`config.mk`:
```
export PLATFORM = sky130hd
export DESIGN_NAME = mmcm_ps_servo
export DESIGN_NICKNAME = d
export VERILOG_FILES = /design/src/rtl/mmcm_ps_servo.sv
export SDC_FILE = /design/constraint.sdc
export NUM_CORES = 1
export LEC_CHECK = 0
export ABC_AREA = 1
export CAP_MARGIN = 30
export CORE_AREA = 2 2 85 87
export CTS_BUF_LIST = sky130_fd_sc_hd__clkbuf_8
export DETAILED_ROUTE_END_ITERATION = 6
export DIE_AREA = 0 0 87 89
export DONT_BUFFER_PORTS = 1
export MAX_ROUTING_LAYER = met4
export PLACE_DENSITY = 0.82
export SYNTH_ARGS = -nofsm -noshare
export SYNTH_HDL_FRONTEND = slang
export SYNTH_SLANG_ARGS = --single-unit
```
`constraint.sdc`:
```
create_clock -name clk_in -period 2.7 [get_ports clk_in]
set_input_delay 0.405 -clock clk_in [delete_from_list [all_inputs] [get_ports clk_in]]
set_output_delay 0.405 -clock clk_in [all_outputs]
set_load 0.03 [all_outputs]
```
`src/rtl/mmcm_ps_servo.sv`:
```
// Closed-loop phase servo for the slave MMCM. It integrates signed phase-error
// samples over a fixed window. From each window it issues a bounded burst of
// PSEN fine steps. It also tracks lock status and the net phase offset applied.
module mmcm_ps_servo #(
  parameter int ERR_W        = 8,
  parameter int ACC_W        = 16,
  parameter int WINDOW       = 64,
  parameter int DEADBAND     = 4,
  parameter int GAIN_SHIFT   = 2,
  parameter int MAX_STEPS    = 8,
  parameter int PS_TIMEOUT   = 64,
  parameter int LOCK_WINDOWS = 4,
  parameter int PSCNT_W      = 16
) (
  input  logic                      clk_in,
  input  logic                      reset_in,
  input  logic                      servo_en,
  input  logic                      err_valid,
  input  logic signed [ERR_W-1:0]   err_in,
  output logic                      ps_en,
  output logic                      ps_incdec,
  input  logic                      ps_done,
  output logic                      locked,
  output logic signed [PSCNT_W-1:0] ps_count,
  output logic                      timeout_err
);

  localparam int SCNT_W = $clog2(WINDOW + 1);
  localparam int STEP_W = $clog2(MAX_STEPS + 1);
  localparam int TMR_W  = $clog2(PS_TIMEOUT + 1);
  localparam int QCNT_W = $clog2(LOCK_WINDOWS + 1);

  localparam logic signed [ACC_W-1:0]   ACC_MAX   = {1'b0, {(ACC_W-1){1'b1}}};
  localparam logic signed [ACC_W-1:0]   ACC_MIN   = {1'b1, {(ACC_W-1){1'b0}}};
  localparam logic signed [PSCNT_W-1:0] PSCNT_MAX = {1'b0, {(PSCNT_W-1){1'b1}}};
  localparam logic signed [PSCNT_W-1:0] PSCNT_MIN = {1'b1, {(PSCNT_W-1){1'b0}}};

  typedef enum logic [1:0] {StAccum, StDecide, StStep, StWait} state_e;

  state_e                    r_state,   w_state_nxt;
  logic signed [ACC_W-1:0]   r_acc,     w_acc_nxt;
  logic [SCNT_W-1:0]         r_scnt,    w_scnt_nxt;
  logic [QCNT_W-1:0]         r_quiet,   w_quiet_nxt;
  logic [STEP_W-1:0]         r_steps,   w_steps_nxt;
  logic [TMR_W-1:0]          r_timer,   w_timer_nxt;
  logic                      r_incdec,  w_incdec_nxt;
  logic                      r_locked,  w_locked_nxt;
  logic signed [PSCNT_W-1:0] r_count,   w_count_nxt;
  logic                      r_tout,    w_tout_nxt;

  logic [ACC_W:0]            w_sum;
  logic signed [ACC_W-1:0]   w_acc_sum;
  logic [ACC_W-1:0]          w_abs;
  logic [ACC_W-1:0]          w_shr;
  logic [STEP_W-1:0]         w_steps;
  logic [QCNT_W-1:0]         w_quiet_inc;

  // Saturating window accumulator add and step-count derivation
  always_comb begin
    w_sum = {r_acc[ACC_W-1], r_acc} + {{(ACC_W + 1 - ERR_W){err_in[ERR_W-1]}}, err_in};
    if (w_sum[ACC_W] != w_sum[ACC_W-1]) begin
      w_acc_sum = w_sum[ACC_W] ? ACC_MIN : ACC_MAX;
    end else begin
      w_acc_sum = w_sum[ACC_W-1:0];
    end
    // The unsigned magnitude of ACC_MIN still fits in ACC_W bits.
    w_abs = r_acc[ACC_W-1] ? (~r_acc + ACC_W'(1)) : r_acc;
    w_shr = w_abs >> GAIN_SHIFT;
    if (w_shr == '0) begin
      w_steps = STEP_W'(1);
    end else if (w_shr > ACC_W'(MAX_STEPS)) begin
      w_steps = STEP_W'(MAX_STEPS);
    end else begin
      w_steps = w_shr[STEP_W-1:0];
    end
    w_quiet_inc = (r_quiet == QCNT_W'(LOCK_WINDOWS)) ? r_quiet : r_quiet + QCNT_W'(1);
  end

  // Next-state logic: accumulate, decide, then step/wait handshake with the MMCM
  always_comb begin
    w_state_nxt  = r_state;
    w_acc_nxt    = r_acc;
    w_scnt_nxt   = r_scnt;
    w_quiet_nxt  = r_quiet;
    w_steps_nxt  = r_steps;
    w_timer_nxt  = '0;
    w_incdec_nxt = r_incdec;
    w_locked_nxt = r_locked;
    w_count_nxt  = r_count;
    w_tout_nxt   = r_tout;
    unique case (r_state)
      StAccum: begin
        if (!servo_en) begin
          w_acc_nxt  = '0;
          w_scnt_nxt = '0;
        end else if (err_valid) begin
          w_acc_nxt  = w_acc_sum;
          w_scnt_nxt = r_scnt + SCNT_W'(1);
          if (r_scnt == SCNT_W'(WINDOW - 1)) begin
            w_state_nxt = StDecide;
          end
        end
      end
      StDecide: begin
        w_acc_nxt  = '0;
        w_scnt_nxt = '0;
        if (w_abs <= ACC_W'(DEADBAND)) begin
          w_quiet_nxt  = w_quiet_inc;
          w_locked_nxt = r_locked | (w_quiet_inc == QCNT_W'(LOCK_WINDOWS));
          w_state_nxt  = StAccum;
        end else begin
          w_locked_nxt = 1'b0;
          w_quiet_nxt  = '0;
          w_steps_nxt  = w_steps;
          w_incdec_nxt = (r_acc > 0);
          w_state_nxt  = StStep;
        end
      end
      StStep: begin
        // Timer counts cycles since the ps_en pulse, the pulse cycle included.
        w_timer_nxt = r_timer + TMR_W'(1);
        w_state_nxt = StWait;
      end
      StWait: begin
        if (ps_done) begin
          if (r_incdec) begin
            if (r_count != PSCNT_MAX) w_count_nxt = r_count + PSCNT_W'(1);
          end else begin
            if (r_count != PSCNT_MIN) w_count_nxt = r_count - PSCNT_W'(1);
          end
          w_steps_nxt = r_steps - STEP_W'(1);
          w_state_nxt = (r_steps != STEP_W'(1) && servo_en) ? StStep : StAccum;
        end else if (r_timer == TMR_W'(PS_TIMEOUT - 1)) begin
          w_tout_nxt   = 1'b1;
          w_locked_nxt = 1'b0;
          w_quiet_nxt  = '0;
          w_steps_nxt  = '0;
          w_state_nxt  = StAccum;
        end else begin
          w_timer_nxt = r_timer + TMR_W'(1);
        end
      end
      default: w_state_nxt = StAccum;
    endcase
  end

  // State registers with synchronous reset
  always_ff @(posedge clk_in) begin
    if (reset_in) begin
      r_state  <= StAccum;
      r_acc    <= '0;
      r_scnt   <= '0;
      r_quiet  <= '0;
      r_steps  <= '0;
      r_timer  <= '0;
      r_incdec <= 1'b0;
      r_locked <= 1'b0;
      r_count  <= '0;
      r_tout   <= 1'b0;
    end else begin
      r_state  <= w_state_nxt;
      r_acc    <= w_acc_nxt;
      r_scnt   <= w_scnt_nxt;
      r_quiet  <= w_quiet_nxt;
      r_steps  <= w_steps_nxt;
      r_timer  <= w_timer_nxt;
      r_incdec <= w_incdec_nxt;
      r_locked <= w_locked_nxt;
      r_count  <= w_count_nxt;
      r_tout   <= w_tout_nxt;
    end
  end

  assign ps_en       = (r_state == StStep);
  assign ps_incdec   = r_incdec;
  assign locked      = r_locked;
  assign ps_count    = r_count;
  assign timeout_err = r_tout;

endmodule

```
==> results of run 1 <==
==> registers in the layout (all words and copies together) (netlist names) <==
register / flops
timeout_err: 1
r_quiet: 3
r_acc: 16
r_state: 2
r_steps: 4
ps_count: 16
r_scnt: 7
r_timer: 7
ps_incdec: 1
locked: 1
==> worst reg2reg max path, cell delays in order, from the launching register on <==
cell     delay, ns
dfxtp_1       0.61
inv_1         0.09
nor4_1        0.58
a41oi_1       0.26
nand2_1       0.28
inv_1         0.25
o21ai_0       0.23
nor2_1        0.06
==> stage by stage <==
stage	total power [mW]	cells	area [µm²]
final	2.458	770	4761
after global routing	2.600	770	4761
after CTS	2.453	770	4761
after detailed placement	1.653	754	4563
after global placement	1.634	754	4563
after floorplan	1.530	680	4481
==> path summary, 6_finish.rpt <==
| kind | to | slack, ns | cells after the start |
|---|---|---|---|
| min | timeout_err | 0.12 | 1 |
| max | ps_count[14] | 0.23 | 7 |
| max reg2reg | ps_count[14] | 0.23 | 7 |
| min reg2reg | r_timer[0] | 0.46 | 1 |
==> layout by cell type (no fill, tap or decap), types with 2 or more instances in the layout <==
| cell | count |
|---|---|
| a211oi_1 | 4 |
| a21o_1 | 6 |
| a21oi_1 | 74 |
| a21oi_2 | 2 |
| a31oi_1 | 4 |
| buf_4 | 8 |
| clkbuf_8 | 11 |
| dfxtp_1 | 58 |
| fa_1 | 2 |
| ha_1 | 36 |
| inv_1 | 84 |
| inv_2 | 3 |
| nand2_1 | 164 |
| nand2_2 | 7 |
| nand3_1 | 60 |
| nand3b_1 | 7 |
| nand4_1 | 6 |
| nor2_1 | 52 |
| nor2_2 | 3 |
| nor2_4 | 2 |
| nor3_1 | 13 |
| nor3_2 | 2 |
| nor3b_1 | 3 |
| nor4_1 | 5 |
| o21ai_0 | 25 |
| o21bai_1 | 4 |
| xnor2_1 | 10 |
| xor2_1 | 20 |
==> where the power goes <==
part / switching, mW / internal, mW
logic: 0.459 / 0.252
clock network: 0.349 / 0.465
registers: 0.0436 / 0.889
total: 0.851 / 1.61
==> cell families after synthesis <==
group | after synthesis | share of synthesized area (%)
buffers and inverters | 99 | 8.852
AOI/OAI and AO/OA | 126 | 15.72
xor gates and xnor gates | 30 | 5.864
and+or+nand+nor | 329 | 32.70
DFF | 58 | 25.91
adders and majority gates | 38 | 10.95
==> cell type report <==
type / count / share of cell area [%]
Multi-Input combinational cell: 523 / 61.39
Sequential cell: 58 / 24.39
Inverter: 85 / 6.702
Clock buffer: 11 / 3.180
Tap cell: 80 / 2.102
Timing Repair Buffer: 8 / 1.261
Clock inverter: 5 / 0.9724
==> routing by layer <==
layer / global-route usage (%) / up-vias / share of wire, %
li1: - / 2265 / -
met1: 34.97 / 1999 / 44
met4: 9.659 / 0 / 1.3
met5: - / - / 0
met2: 51.08 / 102 / 51
met3: 4.709 / 17 / 4.1
==> qor.yml, run 1 <==
grt:
  grt_pass1_vias: 4030
  groute.usage.overall_pct: 29.49
  grt_overflow: 0
  antenna_found_initial: 0
  grt_start_max_net_pins: 35
  grt_pass1_wl_um: 17850
worst_setup_path:
  critPathLaunch: "ps_count[11]"
  path_buf_inv: 2
  cp_slowest_cell: "dfxtp_1"
  setup.worst_path.end_class: "flop"
  critical_path_class: "flop to flop"
  cp_top_family: "simple AND/OR/NAND/NOR gates"
  worst-path-max-fanout: 11
  path_cells: "inv_1 > nor4_1 > a41oi_1 > nand2_1 > inv_1 > o21ai_0 > nor2_1"
  crit_top_cell: "inv_1"
  arrival_ns: 2.70
  rr_startpoint: "ps_count[11]"
  cp_slowest_stage_delay_ns: 0.61
  required_ns: 2.93
  cp-start-kind: "flop"
die:
  io_pins: 33
  initial_utilization_pct: 66.69
  dieArea_um2: 7743
  die_x_um: 87
  die_h_um: 89
  rows: 30
  core-area_um2: 6719
clock_network:
  clock_latency_ns: 0.35
  post_cts_resized: 0
  cts_max_level: 3
  root_buffer: "clkbuf_8"
  postCtsHoldBufs: 0
  cts_buffers: 9
  clkSinkCount: 58
  post_cts_buffers: 0
  path_clk_slew_ns: 0.07
  cts_tree: "built"
  clock_path_buffers: 2
route:
  wl_per_cell_um: 13.68
  wl_um: 10530
  ant_nets: 0
  viasPerCell: 5.692
  num_vias: 4383
  drtIter0Drc: 174
  drcViolationCount: 0
  drt-pass1-iter-count: 5
layout:
  fill_cells: 584
  seq_area_um2: 1161
  area_delta_synth_final_pct: 6.255
  num_antenna_cells: 0
  drive_above_1_share_pct: 6.377
  nets: 736
  multiInputGateArea_um2: 2923
  fin_util_pct: 70.86
sta:
  slew_viol_final: 0
  finalWorstSetupSlack_ns: 0.2272
  fin_setup_tns_ns: 0
  fmax_mhz: 404.4
  finalCriticalPeriod_ns: 2.473
  rsz0062_at_grt: "false"
  min_period_over_period_pct: 91.58
  setup_viol: 0
  hold_ws_ns: 0.1173
  slew_headroom_pct: 58.01
  skew_ns: 0.01036
  tightest_slew_ns: 0.6241
  final_hold_viol_count: 0
logic_synthesis:
  syn_nets: 731
  syn-cell-area_um2: 4481
  netlist_top_cells_area: "dfxtp_1 26%, nand2_1 14%, ha_1 10%, a21oi_1 8.3%, inv_1 6.8%"
  synth-seq-cells: 58
  ys_types: 43
  yosysMostFrequentCell: "nand2_1"
  yosysSeqAreaShare_pct: 25.91
  yosysWarnings: 0
  synth_commonest_cells: "164 x nand2_1, 81 x inv_1, 74 x a21oi_1"
  synth_edf_count: 0
  netlist_instances: 680
  synth_top_area_cell: "dfxtp_1"
  synthArstFlopShare_pct: 0
  synth_top_area_share_pct: 25.91
  syn_avg_cell_area_um2: 6.589
  synth_ff_type: "dfxtp_1"
pwr:
  power_density_nw_per_um2: 516.2
  total_leakage_power_nw: 2.270
  ir_drop_uv: 268.8
hold_path:
  hold_class: "input pin to flop"
  min_from: "reset_in"
placement:
  gp_congestion: 0.9860
  port_buffers: 0
  hpwl_um: 8116
  place_ws_ns: 0.2208
outcome:
  status: "complete, no violations"
run:
  cap_violations: 0
No activity file was read; power rests on OpenSTA's default activity.
==> run 2, diff against run 1 <==
--- a/config.mk
+++ b/config.mk
@@ -5,7 +5,6 @@
 export SDC_FILE = /design/constraint.sdc
 export NUM_CORES = 1
 export LEC_CHECK = 0
-export ABC_AREA = 1
 export CAP_MARGIN = 30
 export CORE_AREA = 2 2 85 87
 export CTS_BUF_LIST = sky130_fd_sc_hd__clkbuf_8
==> run 2 against run 1 <==
Compared with the run above:
- global-route usage is 0.58 points higher
- maximum frequency fell by 6.7%
- final area increased by 8.9%
- hold slack is essentially flat
- clock-buffer cell count decreased by 2
- sequential share of layout area decreased by 1.9 points
- core utilization is 6.3 points higher
- sequential cell count stayed put
- register-to-register slack lost 0.18 ns
- die area unchanged
- combinational power shrank 20%
- non-clock buffer count increased by 40
==> qor.yml, run 2 <==
clock_network:
  cts_tree: "built"
  root_buffer: "clkbuf_8"
  clkSinkCount: 58  # unchanged
  path_clk_slew_ns: 0.07  # about the same
  clock_path_buffers: 2  # unchanged
  cts_buffers: 9  # unchanged
  cts_max_level: 3  # unchanged
  clock_latency_ns: 0.35  # about the same
grt:
  groute.usage.overall_pct: 30.07  # +0.58 points
  antenna_found_initial: 0  # unchanged
  grt_start_max_net_pins: 45  # +29%
  grt_pass1_wl_um: 18080  # +1.3%
  grt_overflow: 0  # unchanged
  grt_pass1_vias: 4060  # +0.74%
sta:
  min_period_over_period_pct: 98.18  # +6.6 points
  rsz0062_at_grt: "true"
  skew_ns: 0.01051  # +0.0001496 ns
  setup_viol: 0  # unchanged
  final_hold_viol_count: 0  # unchanged
  slew_viol_final: 0  # unchanged
  fmax_mhz: 377.2  # -6.7%
  slew_headroom_pct: 55.26  # -2.7 points
  tightest_slew_ns: 0.6686  # +0.04446 ns
  finalCriticalPeriod_ns: 2.651  # +0.1781 ns
  hold_ws_ns: 0.1177  # +0.0004050 ns
route:
  num_vias: 4280  # -2.3%
  wl_um: 11110  # +5.5%
  viasPerCell: 6.369  # +12%
  drtIter0Drc: 285  # +64%
  drt-pass1-iter-count: 5  # unchanged
  drcViolationCount: 0  # unchanged
  wl_per_cell_um: 16.54  # +21%
  ant_nets: 0  # unchanged
logic_synthesis:
  synthSimpleGateAreaFrac_pct: 22.56  # -10 points
  ys_types: 74  # +72%
  synth_top_area_cell: "dfxtp_1"
  yosys.area_share.adder_pct: 11.24  # +0.29 points
  synth_top_family_by_area: "compound AO/OA/AOI/OAI gates"
  yosysSeqAreaShare_pct: 26.01  # +0.094 points
  synth-compound-area-share_pct: 27.63  # +12 points
  synth_mux_area_share_pct: 2.831  # +2.8 points
  yosysWarnings: 0  # unchanged
  netlist_top_cells_area: "dfxtp_1 26%, ha_1 10%, a21oi_1 6.3%, nor2_1 6.0%, nand2_1 3.3%"
  syn-cell-area_um2: 4464  # -0.36%
  synth_top_area_share_pct: 26.01  # +0.094 points
  syn_nets: 600  # -18%
  synth-seq-cells: 58  # unchanged
  synth_edf_count: 0  # unchanged
  netlist_instances: 549  # -19%
  synth_commonest_cells: "71 x nor2_1, 58 x dfxtp_1, 56 x a21oi_1"
  synth_ff_type: "dfxtp_1"
  yosysMostFrequentCell: "nor2_1"
  syn_avg_cell_area_um2: 8.132  # +23%
  synthArstFlopShare_pct: 0  # unchanged
  yosys.area_share.xor_xnor_pct: 6.698  # +0.83 points
worst_setup_path:
  arrival_ns: 2.90  # +0.20 ns
  cp_top_family: "compound AO/OA/AOI/OAI gates"
  worst-path-max-fanout: 8  # -3
  path_buf_inv: 3  # +1
  cp_slowest_cell: "a2111o_1"
  required_ns: 2.95  # +0.02 ns
  cp_slowest_stage_delay_ns: 0.40  # -0.21 ns
  reg2reg_depth: 12  # +5
  critical_path_class: "flop to flop"
  cp.depth: 12  # +5
  path_cells: "clkinvlp_4 > buf_12 > ha_4 > a2111o_1 > buf_4 > a31oi_1 > o21ai_0 > nor2b_1 > o31ai_1 > xor2_1 > mux2i_1 > nor2_1"
  cp-start-kind: "flop"
  setup.worst_path.end_class: "flop"
die:
  dieArea_um2: 7743  # unchanged
  die_h_um: 89  # unchanged
  die_x_um: 87  # unchanged
  core-area_um2: 6719  # unchanged
  initial_utilization_pct: 66.44  # -0.24 points
  io_pins: 33  # unchanged
  rows: 30  # unchanged
outcome:
  status: "complete, no violations"
layout:
  final_area_um2: 5182  # +8.9%
  mostFrequentLayoutCell: "nor2_1"
  most-common-layout-cells: "71 x nor2_1, 56 x dfxtp_1, 51 x a21oi_1"
  fin_util_pct: 77.13  # +6.3 points
  num_antenna_cells: 0  # unchanged
  drive_above_1_share_pct: 18.58  # +12 points
  area_delta_synth_final_pct: 16.09
  nets: 639  # -13%
pwr:
  ir_drop_uv: 398.0  # +48%
  total_leakage_power_nw: 2.274  # +0.16%
  power_density_nw_per_um2: 429.1  # -17%
placement:
  place_area_um2: 4876  # +6.9%
  port_buffers: 0  # unchanged
  gp_congestion: 0.9074  # -8.0%
  hpwl_um: 8059  # -0.70%
run:
  cap_violations: 0  # unchanged
hold_path:
  hold_class: "input pin to flop"
  holdPathStages: 1  # unchanged
==> run 2: cell count changes in the layout (fill, tap and decap cells not counted), moves of 6 or more <==
cell | previous run | this run
a22oi_2 | 0 | 8
a21oi_1 | 74 | 51
mux2i_1 | 0 | 10
nand2_2 | 7 | 0
buf_4 | 8 | 44
o21a_1 | 0 | 9
nor2_1 | 52 | 71
nor3_1 | 13 | 19
or3_1 | 0 | 6
nand2_1 | 164 | 39
and3_1 | 1 | 8
nand3_1 | 60 | 11
inv_1 | 84 | 13
==> run 2: layout make-up <==
class	count	area, µm²
clock buffers	9	123.9
clock inverters	6	58.81
fillers	478	1536
inverters	14	56.30
multi-input cells	457	3284
flip-flops and latches	58	1166
well taps	80	100.1
repair buffers	48	392.9
==> run 2: logic make-up after synthesis <==
logic type | count (synthesis)
flops | 58
xor+xnor | 32
fa+ha+maj | 39
mux | 12
compound gates | 174
buf+inv | 34
simple gates | 200
==> run 2: worst paths after layout <==
| check | to | slack (ns) | startpoint |
|---|---|---|---|
| worst max-delay path | ps_count[14] | 0.05 | ps_incdec |
| worst min-delay path | locked | 0.12 | reset_in |
| worst max register to register | ps_count[14] | 0.05 | ps_incdec |
| worst min register to register | r_timer[0] | 0.46 | r_timer[0] |
==> run 2: stage by stage <==
step	TNS (ns)	std cells	setup WS, ns	power [mW]
after floorplan	-0.05721	549	-0.05721	1.297
after global placement	0	652	0.01171	1.388
after detailed placement	-0.6865	652	-0.07348	1.406
after CTS	0	667	0.02225	2.167
after global routing	-0.1521	672	-0.03702	2.325
final	0	672	0.04913	2.224
==> run 2: where the power goes <==
part | internal [mW] | total [mW] | switching, mW
sequential | 0.871 | 0.888 | 0.0172
clock | 0.415 | 0.768 | 0.353
combinational | 0.253 | 0.568 | 0.315
==> run 2: what timing repair did <==
| action | in CTS | in global routing |
|---|---|---|
| setup buffers | 0 | 5 |
| pin swaps | 1 | 7 |
| hold buffers | 0 | 0 |
| gates cloned | 0 | 0 |
| resized for setup | 0 | 17 |
| endpoints found under the setup margin | 1 | 18 |
==> run 2: metal layers <==
layer / global-route usage [%] / wire (µm) / up-vias
li1: - / - / 2115
met1: 35.09 / 4790 / 2002
met2: 51.15 / 5441 / 133
met3: 7.664 / 674 / 30
met4: 8.807 / 206 / 0
met5: - / 0 / -
==> run 3, diff against run 2 <==
--- a/config.mk
+++ b/config.mk
@@ -12,7 +12,7 @@
 export DIE_AREA = 0 0 87 89
 export DONT_BUFFER_PORTS = 1
 export MAX_ROUTING_LAYER = met4
-export PLACE_DENSITY = 0.82
+export PLACE_DENSITY = 0.86
 export SYNTH_ARGS = -nofsm -noshare
 export SYNTH_HDL_FRONTEND = slang
 export SYNTH_SLANG_ARGS = --single-unit
==> run 3 against run 2 <==
Compared with the run above:
- the run now ends with setup timing left
- clock-buffer cell count is 1 higher
- die area stayed put
- sequential share of layout area down 0.51 points
- via count grew 4.4%
- largest cell class unchanged
- sequential power barely moved
==> qor.yml, run 3 (synthesis gave the netlist of run 2 again) <==
route:
  ant_nets: 0  # unchanged
  wl_per_cell_um: 17.89  # +8.2%
  drt-pass1-iter-count: 5  # unchanged
  viasPerCell: 6.611  # +3.8%
  num_vias: 4469  # +4.4%
  drcViolationCount: 0  # unchanged
  drtIter0Drc: 409  # +44%
  wl_um: 12090  # +8.8%
clock_network:
  clock_path_buffers: 2  # unchanged
  cts_max_level: 3  # unchanged
  cts_tree: "built"
  cts_buffers: 9  # unchanged
  clock_latency_ns: 0.35  # about the same
  root_buffer: "clkbuf_8"
  path_clk_slew_ns: 0.07  # about the same
  postCtsHoldBufs: 0  # unchanged
  clkSinkCount: 58  # unchanged
worst_setup_path:
  cp_slowest_stage_delay_ns: 0.40  # about the same
  cp-start-kind: "flop"
  critPathLaunch: "ps_incdec"
  required_ns: 2.98  # +0.03 ns
  critical_path_class: "flop to flop"
  rrSetupSlack_ns: -0.06  # -0.11 ns
  cp_top_family: "compound AO/OA/AOI/OAI gates"
  cp_slowest_cell: "a2111o_1"
  path_cells: "clkinvlp_4 > buf_12 > ha_4 > a2111o_1 > a21oi_2 > o211a_1 > nor4b_2 > a2111o_1 > xnor2_1 > or3_1 > a21oi_2"
  setup.worst_path.end_class: "flop"
  cp.depth: 11  # -1
  rr_startpoint: "ps_incdec"
  path_buf_inv: 2  # -1
  r2r-end: "ps_count[15]"
  reg2reg_depth: 11  # -1
  worst-path-max-fanout: 16  # +8
  arrival_ns: 3.05  # +0.15 ns
  cp-endpoint: "ps_count[15]"
sta:
  hold_ws_ns: 0.1141  # -0.003601 ns
  skew_ns: 0.01138  # +0.0008654 ns
  fin_setup_tns_ns: -0.06370  # -0.06370 ns
  rsz0062_at_grt: "true"
  fmax_mhz: 361.8  # -4.1%
  setup_viol: 1  # +1
  slew_viol_final: 0  # unchanged
  finalCriticalPeriod_ns: 2.764  # +0.1128 ns
  min_period_over_period_pct: 102.4  # +4.2 points
  slew_headroom_pct: 54.46  # -0.81 points
  finalWorstSetupSlack_ns: -0.06370  # -0.1128 ns
  final_hold_viol_count: 0  # unchanged
  tightest_slew_ns: 0.6806  # +0.01205 ns
layout:
  fill_cells: 403  # -16%
  most-common-layout-cells: "70 x nor2_1, 55 x dfxtp_1, 52 x a21oi_1"
  area_delta_synth_final_pct: 19.14
  drive_above_1_share_pct: 20.13  # +1.6 points
  nets: 642  # +0.47%
  num_antenna_cells: 0  # unchanged
  mostFrequentLayoutCell: "nor2_1"
  final_area_um2: 5319  # +2.6%
  instances_no_fill: 676  # +0.60%
placement:
  hpwl_um: 7783  # -3.4%
  dp_cells: 649  # -0.46%
  port_buffers: 0  # unchanged
  gp_congestion: 0.8991  # -0.91%
  place_ws_ns: -0.1217  # -0.04825 ns
  place_area_um2: 4853  # -0.46%
run:
  cap_violations: 0  # unchanged
die:
  die_h_um: 89  # unchanged
  dieArea_um2: 7743  # unchanged
  io_pins: 33  # unchanged
  core-area_um2: 6719  # unchanged
  initial_utilization_pct: 66.44  # unchanged
  rows: 30  # unchanged
  die_x_um: 87  # unchanged
outcome:
  violations: "setup timing"
  status: "finished with violations"
grt:
  grt_pass1_wl_um: 18560  # +2.6%
  antenna_found_initial: 0  # unchanged
  grt_start_max_net_pins: 45  # unchanged
  grt_pass1_vias: 4223  # +4.0%
  grt_overflow: 0  # unchanged
  groute.usage.overall_pct: 30.81  # +0.75 points
pwr:
  ir_drop_uv: 364.9  # -8.3%
  power_density_nw_per_um2: 463.6  # +8.0%
  total_leakage_power_nw: 2.311  # +1.6%
hold_path:
  hold_class: "input pin to flop"
  holdPathStages: 1  # unchanged
## run 3: cell count changes in the layout (fill, tap and decap cells not counted), moves of 2 or more
cell,previous run,this run
clkinv_2,4,0
ha_1,32,28
bufinv_16,1,3
ha_2,1,3
ha_4,3,5
inv_1,13,15
## run 3: how the worst min path moves through the flow
stage	endpoint	slack [ns]	from
3_5_place_dp	r_timer[0]	0.44	r_timer[0]
3_3_place_gp	r_timer[0]	0.43	r_timer[0]
6_report	r_steps[3]	0.11	reset_in
5_1_grt	r_steps[0]	0.10	reset_in
4_1_cts	r_steps[0]	0.12	reset_in
2_1_floorplan	r_timer[0]	0.42	r_timer[0]
## run 3: through the flow
| step | util [%] | total power, mW |
|---|---|---|
| finish | 79.16 | 2.466 |
| global route | 79.16 | 2.542 |
| CTS | 76.26 | 2.375 |
| detailed placement | 72.23 | 1.397 |
| global placement | 72.23 | 1.381 |
| floorplan | - | 1.297 |
## run 3: area by class of cell
type                       count  area, µm²  area share (%)
clock buffer                  10      137.6           2.588
clock inverter                 6      106.4           2.000
inverter                      14      56.30           1.059
multi-input combinational    458       3337           62.74
sequential                    58       1170           21.99
tap                           80      100.1           1.882
timing repair buffer          50      411.6           7.739
## run 3: report_power, final
| part | internal (mW) | switching, mW |
|---|---|---|
| Clock | 0.633 | 0.365 |
| Combinational | 0.256 | 0.324 |
| Sequential | 0.870 | 0.0179 |
## run 3: what timing repair did
item,CTS,global route
buffers inserted,1,9
resized for setup,5,25
endpoints found under the setup margin,5,18
pin swaps,2,12
hold endpoints to repair,0,0
cloned,0,1
## run 3: metal layers
| layer | share of wire, % | up-vias | track usage, % | wire, µm |
|---|---|---|---|---|
| met2 | 51 | 218 | 53.30 | 6120 |
| met4 | 2.4 | 0 | 11.51 | 285 |
| li1 | - | 2122 | - | - |
| met1 | 40 | 2095 | 35.09 | 4865 |
| met3 | 6.8 | 34 | 6.556 | 822 |
| met5 | 0 | - | - | 0 |
